===== src/rtl/ram_port_arbiter_pkg.sv =====
// rtl/ram_port_arbiter_pkg.sv - shared types and defaults for the RAM port arbiter
package ram_port_arbiter_pkg;

    localparam int ADDR_W_DEF = 9;
    localparam int DATA_W_DEF = 32;
    localparam int RD_LAT_DEF = 1;

    typedef enum logic [1:0] {
        ST_IDLE  = 2'd0,
        ST_ISSUE = 2'd1,
        ST_WAIT  = 2'd2,
        ST_DONE  = 2'd3
    } arb_state_e;

    typedef enum logic {
        REQ_CPU = 1'b0,
        REQ_DMA = 1'b1
    } req_id_e;

    function automatic req_id_e other_id(input req_id_e id);
        return (id == REQ_CPU) ? REQ_DMA : REQ_CPU;
    endfunction

endpackage


===== src/rtl/ram_arb_rr_pick.sv =====
// rtl/ram_arb_rr_pick.sv - 2-way round-robin picker, combinational
module ram_arb_rr_pick
    import ram_port_arbiter_pkg::*;
(
    input  logic    cpu_req,
    input  logic    dma_req,
    input  req_id_e last_grant,
    output req_id_e grant_id,
    output logic    grant_valid
);

    always_comb begin
        grant_valid = cpu_req | dma_req;
        grant_id    = REQ_CPU;
        if (cpu_req && dma_req) begin
            // On a tie the requester served least recently wins.
            grant_id = other_id(last_grant);
        end else if (dma_req) begin
            grant_id = REQ_DMA;
        end
    end

endmodule


===== src/rtl/ram_port_arbiter.sv =====
// rtl/ram_port_arbiter.sv - shares one single-port RAM between CPU and DMA requesters
module ram_port_arbiter
    import ram_port_arbiter_pkg::*;
#(
    parameter int ADDR_W = ADDR_W_DEF,
    parameter int DATA_W = DATA_W_DEF,
    parameter int RD_LAT = RD_LAT_DEF
) (
    input  logic              clk,
    input  logic              rst_n,
    input  logic              cpu_req,
    input  logic              cpu_we,
    input  logic [ADDR_W-1:0] cpu_addr,
    input  logic [DATA_W-1:0] cpu_wdata,
    output logic              cpu_ack,
    output logic [DATA_W-1:0] cpu_rdata,
    input  logic              dma_req,
    input  logic              dma_we,
    input  logic [ADDR_W-1:0] dma_addr,
    input  logic [DATA_W-1:0] dma_wdata,
    output logic              dma_ack,
    output logic [DATA_W-1:0] dma_rdata,
    output logic [ADDR_W-1:0] ram_addr,
    output logic [DATA_W-1:0] ram_wdata,
    output logic              ram_we,
    input  logic [DATA_W-1:0] ram_rdata,
    output logic              busy
);

    localparam int              CNT_W    = (RD_LAT < 2) ? 1 : $clog2(RD_LAT + 1);
    localparam logic [CNT_W-1:0] CNT_LOAD = CNT_W'(RD_LAT);
    localparam logic [CNT_W-1:0] CNT_ONE  = CNT_W'(1);

    arb_state_e        state_q, state_d;
    req_id_e           last_grant_q, last_grant_d;
    req_id_e           gnt_id_q, gnt_id_d;
    logic              gnt_we_q, gnt_we_d;
    logic [CNT_W-1:0]  cnt_q, cnt_d;
    logic [ADDR_W-1:0] ram_addr_q, ram_addr_d;
    logic [DATA_W-1:0] ram_wdata_q, ram_wdata_d;
    logic              ram_we_q, ram_we_d;
    logic              cpu_ack_q, cpu_ack_d;
    logic              dma_ack_q, dma_ack_d;
    logic [DATA_W-1:0] cpu_rdata_q, cpu_rdata_d;
    logic [DATA_W-1:0] dma_rdata_q, dma_rdata_d;

    req_id_e           pick_id;
    logic              pick_valid;
    logic              sel_we;
    logic [ADDR_W-1:0] sel_addr;
    logic [DATA_W-1:0] sel_wdata;

    ram_arb_rr_pick u_pick (
        .cpu_req     (cpu_req),
        .dma_req     (dma_req),
        .last_grant  (last_grant_q),
        .grant_id    (pick_id),
        .grant_valid (pick_valid)
    );

    // Request fields are only looked at on the IDLE->ISSUE edge.
    assign sel_we    = (pick_id == REQ_DMA) ? dma_we    : cpu_we;
    assign sel_addr  = (pick_id == REQ_DMA) ? dma_addr  : cpu_addr;
    assign sel_wdata = (pick_id == REQ_DMA) ? dma_wdata : cpu_wdata;

    always_comb begin
        state_d      = state_q;
        last_grant_d = last_grant_q;
        gnt_id_d     = gnt_id_q;
        gnt_we_d     = gnt_we_q;
        cnt_d        = cnt_q;
        ram_addr_d   = ram_addr_q;
        ram_wdata_d  = ram_wdata_q;
        ram_we_d     = 1'b0;
        cpu_ack_d    = 1'b0;
        dma_ack_d    = 1'b0;
        cpu_rdata_d  = cpu_rdata_q;
        dma_rdata_d  = dma_rdata_q;

        case (state_q)
            ST_IDLE: begin
                if (pick_valid) begin
                    state_d      = ST_ISSUE;
                    last_grant_d = pick_id;
                    gnt_id_d     = pick_id;
                    gnt_we_d     = sel_we;
                    ram_addr_d   = sel_addr;
                    ram_wdata_d  = sel_wdata;
                    ram_we_d     = sel_we;
                end
            end
            ST_ISSUE: begin
                if (gnt_we_q) begin
                    state_d   = ST_DONE;
                    cpu_ack_d = (gnt_id_q == REQ_CPU);
                    dma_ack_d = (gnt_id_q == REQ_DMA);
                end else begin
                    state_d = ST_WAIT;
                    cnt_d   = CNT_LOAD;
                end
            end
            ST_WAIT: begin
                if (cnt_q == CNT_ONE) begin
                    state_d = ST_DONE;
                    if (gnt_id_q == REQ_CPU) begin
                        cpu_rdata_d = ram_rdata;
                        cpu_ack_d   = 1'b1;
                    end else begin
                        dma_rdata_d = ram_rdata;
                        dma_ack_d   = 1'b1;
                    end
                end else begin
                    cnt_d = cnt_q - CNT_ONE;
                end
            end
            ST_DONE: begin
                // Always pass through IDLE so a still-held req is re-arbitrated.
                state_d = ST_IDLE;
            end
            default: begin
                state_d = ST_IDLE;
            end
        endcase
    end

    always_ff @(posedge clk or negedge rst_n) begin
        if (!rst_n) begin
            state_q      <= ST_IDLE;
            last_grant_q <= REQ_DMA;
            gnt_id_q     <= REQ_CPU;
            gnt_we_q     <= 1'b0;
            cnt_q        <= '0;
            ram_addr_q   <= '0;
            ram_wdata_q  <= '0;
            ram_we_q     <= 1'b0;
            cpu_ack_q    <= 1'b0;
            dma_ack_q    <= 1'b0;
            cpu_rdata_q  <= '0;
            dma_rdata_q  <= '0;
        end else begin
            state_q      <= state_d;
            last_grant_q <= last_grant_d;
            gnt_id_q     <= gnt_id_d;
            gnt_we_q     <= gnt_we_d;
            cnt_q        <= cnt_d;
            ram_addr_q   <= ram_addr_d;
            ram_wdata_q  <= ram_wdata_d;
            ram_we_q     <= ram_we_d;
            cpu_ack_q    <= cpu_ack_d;
            dma_ack_q    <= dma_ack_d;
            cpu_rdata_q  <= cpu_rdata_d;
            dma_rdata_q  <= dma_rdata_d;
        end
    end

    assign ram_addr  = ram_addr_q;
    assign ram_wdata = ram_wdata_q;
    assign ram_we    = ram_we_q;
    assign cpu_ack   = cpu_ack_q;
    assign dma_ack   = dma_ack_q;
    assign cpu_rdata = cpu_rdata_q;
    assign dma_rdata = dma_rdata_q;
    assign busy      = (state_q != ST_IDLE);

endmodule

===== config.mk =====
export PLATFORM = sky130hd
export DESIGN_NAME = ram_port_arbiter
export DESIGN_NICKNAME = d
export VERILOG_FILES = /design/src/rtl/ram_port_arbiter_pkg.sv /design/src/rtl/ram_arb_rr_pick.sv /design/src/rtl/ram_port_arbiter.sv
export SDC_FILE = /design/constraint.sdc
export NUM_CORES = 1
export LEC_CHECK = 0
export ABC_CLOCK_PERIOD_IN_PS = 2150
export BUFFER_PORTS_ARGS = -buffer_cell sky130_fd_sc_hd__buf_2
export CELL_PAD_IN_SITES_DETAIL_PLACEMENT = 1
export CELL_PAD_IN_SITES_GLOBAL_PLACEMENT = 1
export CORE_MARGIN = 5
export CORE_UTILIZATION = 34
export DETAILED_ROUTE_END_ITERATION = 10
export PLACE_DENSITY_LB_ADDON = 0.1
export SLEW_MARGIN = 20
export SYNTH_ARGS = -nofsm -noshare
export SYNTH_HDL_FRONTEND = slang
export SYNTH_SLANG_ARGS = --single-unit

===== constraint.sdc =====
create_clock -name clk -period 2.15 [get_ports clk]
set_input_delay 0.215 -clock clk [delete_from_list [all_inputs] [get_ports clk]]
set_output_delay 0.215 -clock clk [all_outputs]
set_load 0.01 [all_outputs]

# == Yosys cells after proc, flatten, opt, wreduce, memory -nomap -nowiden ==
# Index checks and enable logic that the tools add are counted.
# word_totals
wordCells,53
register_bits,114
output_inout_bits,109
# op_classes
n_reduce_logical,9
addsub,1
bitwise,2
eq_ne,6
muxes,23
# op_table
op,count
$mux 32,1
$mux 1,15
$mux 9,1
$pmux 2 s4,1
$ne 2x2->1 const B,3
$pmux 1 s2,3
$reduce_and 2->1,3
$reduce_and 3->1,2
$eq 2x2->1 const B,2
$mux 2,2
$reduce_bool 2->1,2
$eq 2x1->1 const B,1
$logic_not 2->1,1
$logic_and 1x1->1,1
$not 1->1,1
$or 1x1->1,1
$sub 1x1->1 const B,1

# == Depth between registers and ports, before layout ==
# logic_depth
depth_word,5
ltp_mapped,8
ltp_nobuf,5

# == Hierarchy ==
# From an unflattened synthesis, not the netlist that was laid out.
# unflattened
hier_cells,358
area_unflattened_um2,4694.5
# by_module_without_submodules
mod,area_per_inst_um2,seq_area_each_um2,instances,cells_per_inst
ram_port_arbiter,4680.7,2854.0,1,356
ram_arb_rr_pick,13.8,0.0,1,2

# == Worst setup path after synthesis ==
# No wires, ideal clock.
# synth_timing
kind,reg2reg
start,register state_q[0]
end,register state_q[1]
n_path_buf,1
required_time_ns,2.023
arrival_time_ns,1.391
period_less_slack_ns,1.519
stages_incl_launch_ff,7
path_slack_ns,0.631
cell_sequence,dfrtp_1 > inv_1 > ha_1 > buf_4 > inv_2 > o31a_1 > mux2_1
# synth_between
elab_chain_cells,3
word_cells_on_any_way,8
# synth_rtl
element,line,rtl
from (decl),ram_port_arbiter.sv:34,"arb_state_e state_q, state_d;"
from (signal assigned),ram_port_arbiter.sv:141,state_q <= state_d;
$eq 2x2->1 / $logic_not 2->1 (equally long branches),ram_port_arbiter.sv:80,case (state_q)
$ne 2x2->1 (no source line),--,
$reduce_and 2->1 (no source line),--,
# Parallel ways exist; a longest one is shown, timed or not.
# A chain may end at the register's enable or synchronous reset.

# == Worst setup path in the final report ==
# layout_timing
start,register state_q[0]
end,"register ram_addr_q[3], in the netlist ram_addr[3]"
# layout_between
elab_chain_cells,2
# layout_rtl
element,line,rtl
$logic_not 2->1,ram_port_arbiter.sv:80,
$reduce_and 2->1 (no source line),--,
to (signal assigned),ram_port_arbiter.sv:146,ram_addr_q <= ram_addr_d;
to (decl),ram_port_arbiter.sv:39,"logic [ADDR_W-1:0] ram_addr_q, ram_addr_d;"
# No other way between the ends.

==> metrics.sh <==
RUN_STATUS='finished, final reports clean'
AREA_GROWTH_PCT=43.0
CP_SLOWEST_STAGE_DELAY_NS=0.42
YOSYS.CELL_TYPES.COUNT=26
MAXIMUM_NUMBER_OF_PINS_ON_ONE_NET_BEFORE_GLOBAL_ROUTE_REPAIR=49
POWER.INTERNAL_W=0.00735
SEQ_POWER_SHARE_PCT=34.4
YOSYSWARNINGCOUNT=0
FP.DIEH_UM=127
MIN_PATH_CELLS=3
GLOBAL_ROUTE.USAGE.MET1_PCT=20.4
GRTUSAGEMET3_PCT=7.14
SYNTHESIS.AREA_PER_INSTANCE_UM2=11.6
SYN_INST=401
WL_PER_CELL_UM=17.1
SLEW_HEADROOM_PCT=55.0
SYNTH_LARGEST_TYPE_AREA_FRACTION_PCT=60.5
HOLD_VIOLATION_COUNT_IN_THE_FINAL_REPORT=0
N_ANTENNA_CELL=0
CP.ARRIVAL_NS=2.05
DETAILEDPLACE.WORSTSLACK_NS=0.400
YOSYS-TOP-CELLS-AREA='sky130_fd_sc_hd__dfrtp_1 61%, sky130_fd_sc_hd__mux2_2 16%, sky130_fd_sc_hd__a21oi_1 9.0%'
CRITICAL_PATH.N_BUFFERS_INVERTERS=2
CP_MAX_FO=34
FIN_SKEW_NS=0.00761
MAX_FREQ_GHz=0.578
PERIOD_MINUS_SLACK_NS=1.73
FINAL_CELL_MIX='227 x sky130_fd_sc_hd__buf_2, 113 x sky130_fd_sc_hd__dfrtp_1, 84 x sky130_fd_sc_hd__a21oi_1'
IO_BUFFER_COUNT=228
CTSRESIZECOUNT=0
SETUP.WORST_PATH.START_CLASS='flip-flop'
CRIT_CELLS=6
OVERFLOW=0
SETUP_TNS_AFTER_FINAL_LAYOUT_NS=0
ROUTE.FINAL.WIRE_LENGTH_MM=14.1
CTS_TREE='built'
NETLIST_AREA_MM2=0.00467
POWER_SWITCHING_W=0.00372
ANTENNA_VIOLATING_NETS_POST_ROUTE=0
R2R_CELLS=6
YS_SEQ_ELEMENTS=114
POWER.DENSITY_CELL_AREA_mW_PER_MM2=1660
CLOCK_TREE.HTREE_LEVEL_COUNT=4
POWER.SHARE.CLOCK_PCT=27.5
SYNTHESIS.NETS=524
DRT_FIRST_PASS_ITERS=4
CRITICAL_PATH.ENDPOINT_TYPE='flip-flop'
YOSYSSEQAREASHARE_PCT=61.1
SETUP_WS_POST_LAYOUT_NS=0.420
CRITICAL_PATH_REQUIRED_NS=2.47
COREAREA_MM2=0.0133
HPWL_AFTER_DETAILED_PLACEMENT_MM=10.3
SWITCHING_SHARE_PCT=33.6
RSZ0062_AT_GRT='false'
CTS_NUM_SINKS=114
IOS=229
DRT-INITIAL-DRC-COUNT=122
IR_WORST_VDD_V=0.000510
CPLARGESTDELAYFAMILY='buffers and inverters'
CRITICAL_PATH.CELL_CHAIN='inv_1 -> ha_1 -> o21a_1 -> buf_4 -> nor2_1 -> a21oi_1'
INITIAL_CELL_DENSITY_OF_THE_CORE_PCT=35.0
HOLD_PATH_CLASS='input pin to flip-flop'
CELL_AT_THE_ROOT_OF_THE_CLOCK_TREE='sky130_fd_sc_hd__clkbuf_16'
POWER.STATIC_LEAKAGE_nW=3.29
RATIO_OF_CELLS_WITH_DRIVE_ABOVE_1_IN_THE_FINAL_LAYOUT_PCT=52.2
GRT_MOST_USED_LAYER='met2'
WORST_SKEW_PAIR_LATER_PIN_LATENCY_NS=0.40
CRIT_SLOWEST_CELL='sky130_fd_sc_hd__dfrtp_1'
CLKSLEWWORSTSETUPHOLDPATHS_NS=0.06
WORST_MAX_SLEW_PIN_SLEW_NS=0.675
CTS_MADE_BUFFERS=17
NFILLCELLS=1525
GLOBALROUTEMET2UTIL_PCT=30.0
DIE_X_UM=127
VIA_PER_INST=4.80
FIRST_GLOBAL_VIAS=4377
GP_CONGESTION=0.747
DR_TOTAL_VIAS=3946
CTS_MAX_PATH_BUFFERS=2
GLOBAL_ROUTE_WIRE_LENGTH_BEFORE_REPAIR_MM=22.6
FIN_NETS=756
FINAL_MAX_SLEW_VIOL_COUNT=0
FLOORPLAN.ROWS=42
FINAL.PERIOD_UTILIZATION_PCT=80.5
PWR-SHARE-COMB_PCT=38.1
MAXIMUM_CAPACITANCE_VIOLATIONS=0
DIE_AREA_MM2=0.0162
ANTENNA_VIOLATIONS_BEFORE_REPAIR=1
ROUTE.DETAILED.DRC=0
SYNTH.LARGEST_AREA_CELL='sky130_fd_sc_hd__dfrtp_1'
LAYOUT_COMMONEST_CELL='sky130_fd_sc_hd__buf_2'
WORST-SETUP-PATH-TYPE='flip-flop to flip-flop'
GROUTE.USAGE.OVERALL_PCT=17.7
SETUP_VIOLATION_TOTAL_IN_THE_FINAL_TIMING_REPORT=0
-- tightest hold or removal path, delay by kind of cell --
kind            cells  cell delay, ns
compound gates      1            0.05
buf+inv             1            0.09
simple gates        1            0.04
-- repair_timing --
item	in CTS	in global routing
endpoints found under the hold margin	45	0
hold buffers	1	0
buffers inserted	0	0
-- metal layers --
metal / share of wire [%] / vias to the layer above
met2: 50 / 157
met5: 0.050 / -
met4: 1.5 / 2
li1: - / 1834
met1: 39 / 1934
met3: 9.7 / 19
-- through the flow --
step / instances / total power, W / hold slack (ns) / utilization [%] / instance area (um^2)
after floorplan: 401 / 0.00628 / -0.0806 / - / 4670
after global placement: 789 / 0.00797 / 0.299 / 45.2 / 6030
after detailed placement: 789 / 0.00815 / 0.302 / 45.2 / 6030
after CTS: 822 / 0.0113 / 0.0213 / 50.1 / 6680
after global routing: 822 / 0.0118 / 0.0319 / 50.1 / 6680
final: 822 / 0.0111 / 0.0395 / 50.1 / 6680
-- cell usage after synthesis (all sizes together) --
cell	n
a21bo	1
a21boi	1
a21o	1
a21oi	84
a31oi	2
buf	25
clkbuf	1
dfrtp	113
dfstp	1
ha	3
inv	4
mux2	66
mux2i	1
nand2	43
nand2b	1
nand3	2
nor2	45
nor2b	1
nor3	1
o21a	2
o21ai	1
o22ai	1
o31a	1
-- cell type report --
type | count | area [um^2] | area share (%)
clock buffer | 22 | 464 | 6.95
clock inverter | 10 | 180 | 2.70
inverter | 4 | 15.0 | 0.225
multi-input combinational | 257 | 1660 | 24.8
sequential | 114 | 2850 | 42.7
tap | 176 | 220 | 3.30
timing repair buffer | 239 | 1290 | 19.3
-- worst paths after layout --
path	startpoint	end	slack [ns]
setup / recovery	state_q[0]	ram_addr[3]	0.42
setup reg to reg	state_q[0]	ram_addr[3]	0.42
max in group asynchronous	rst_n	cpu_rdata[3]	1.09
hold / removal	cpu_wdata[21]	ram_wdata[21]	0.04
min in group asynchronous	rst_n	ram_addr[6]	0.40
hold reg to reg	gnt_id_q	cpu_ack	0.46
-- state kept, by name, summed over array words and instances, names as in the netlist --
| register | flops |
|---|---|
| cnt_q | 1 |
| cpu_ack | 1 |
| cpu_rdata | 32 |
| dma_ack | 1 |
| dma_rdata | 32 |
| gnt_id_q | 1 |
| gnt_we_q | 1 |
| last_grant_q | 1 |
| ram_addr | 9 |
| ram_wdata | 32 |
| ram_we | 1 |
| state_q | 2 |
-- power groups by stage --
stage,clock [W],combinational [W],sequential [W]
final,0.00305,0.00422,0.00381
after global routing,0.00321,0.00464,0.00396
after CTS,0.00311,0.00433,0.00383
after detailed placement,0,0.00431,0.00384
after global placement,0,0.00418,0.00379
after floorplan,0,0.00199,0.00429
-- logic make-up after synthesis --
group,synth area share [%]
adders and majority gates,0.804
and+or+nand+nor,7.66
DFF,61.1
muxes,16.1
AOI/OAI and AO/OA,10.7
buffers and inverters,3.59
(Power assumes the default switching activity.)
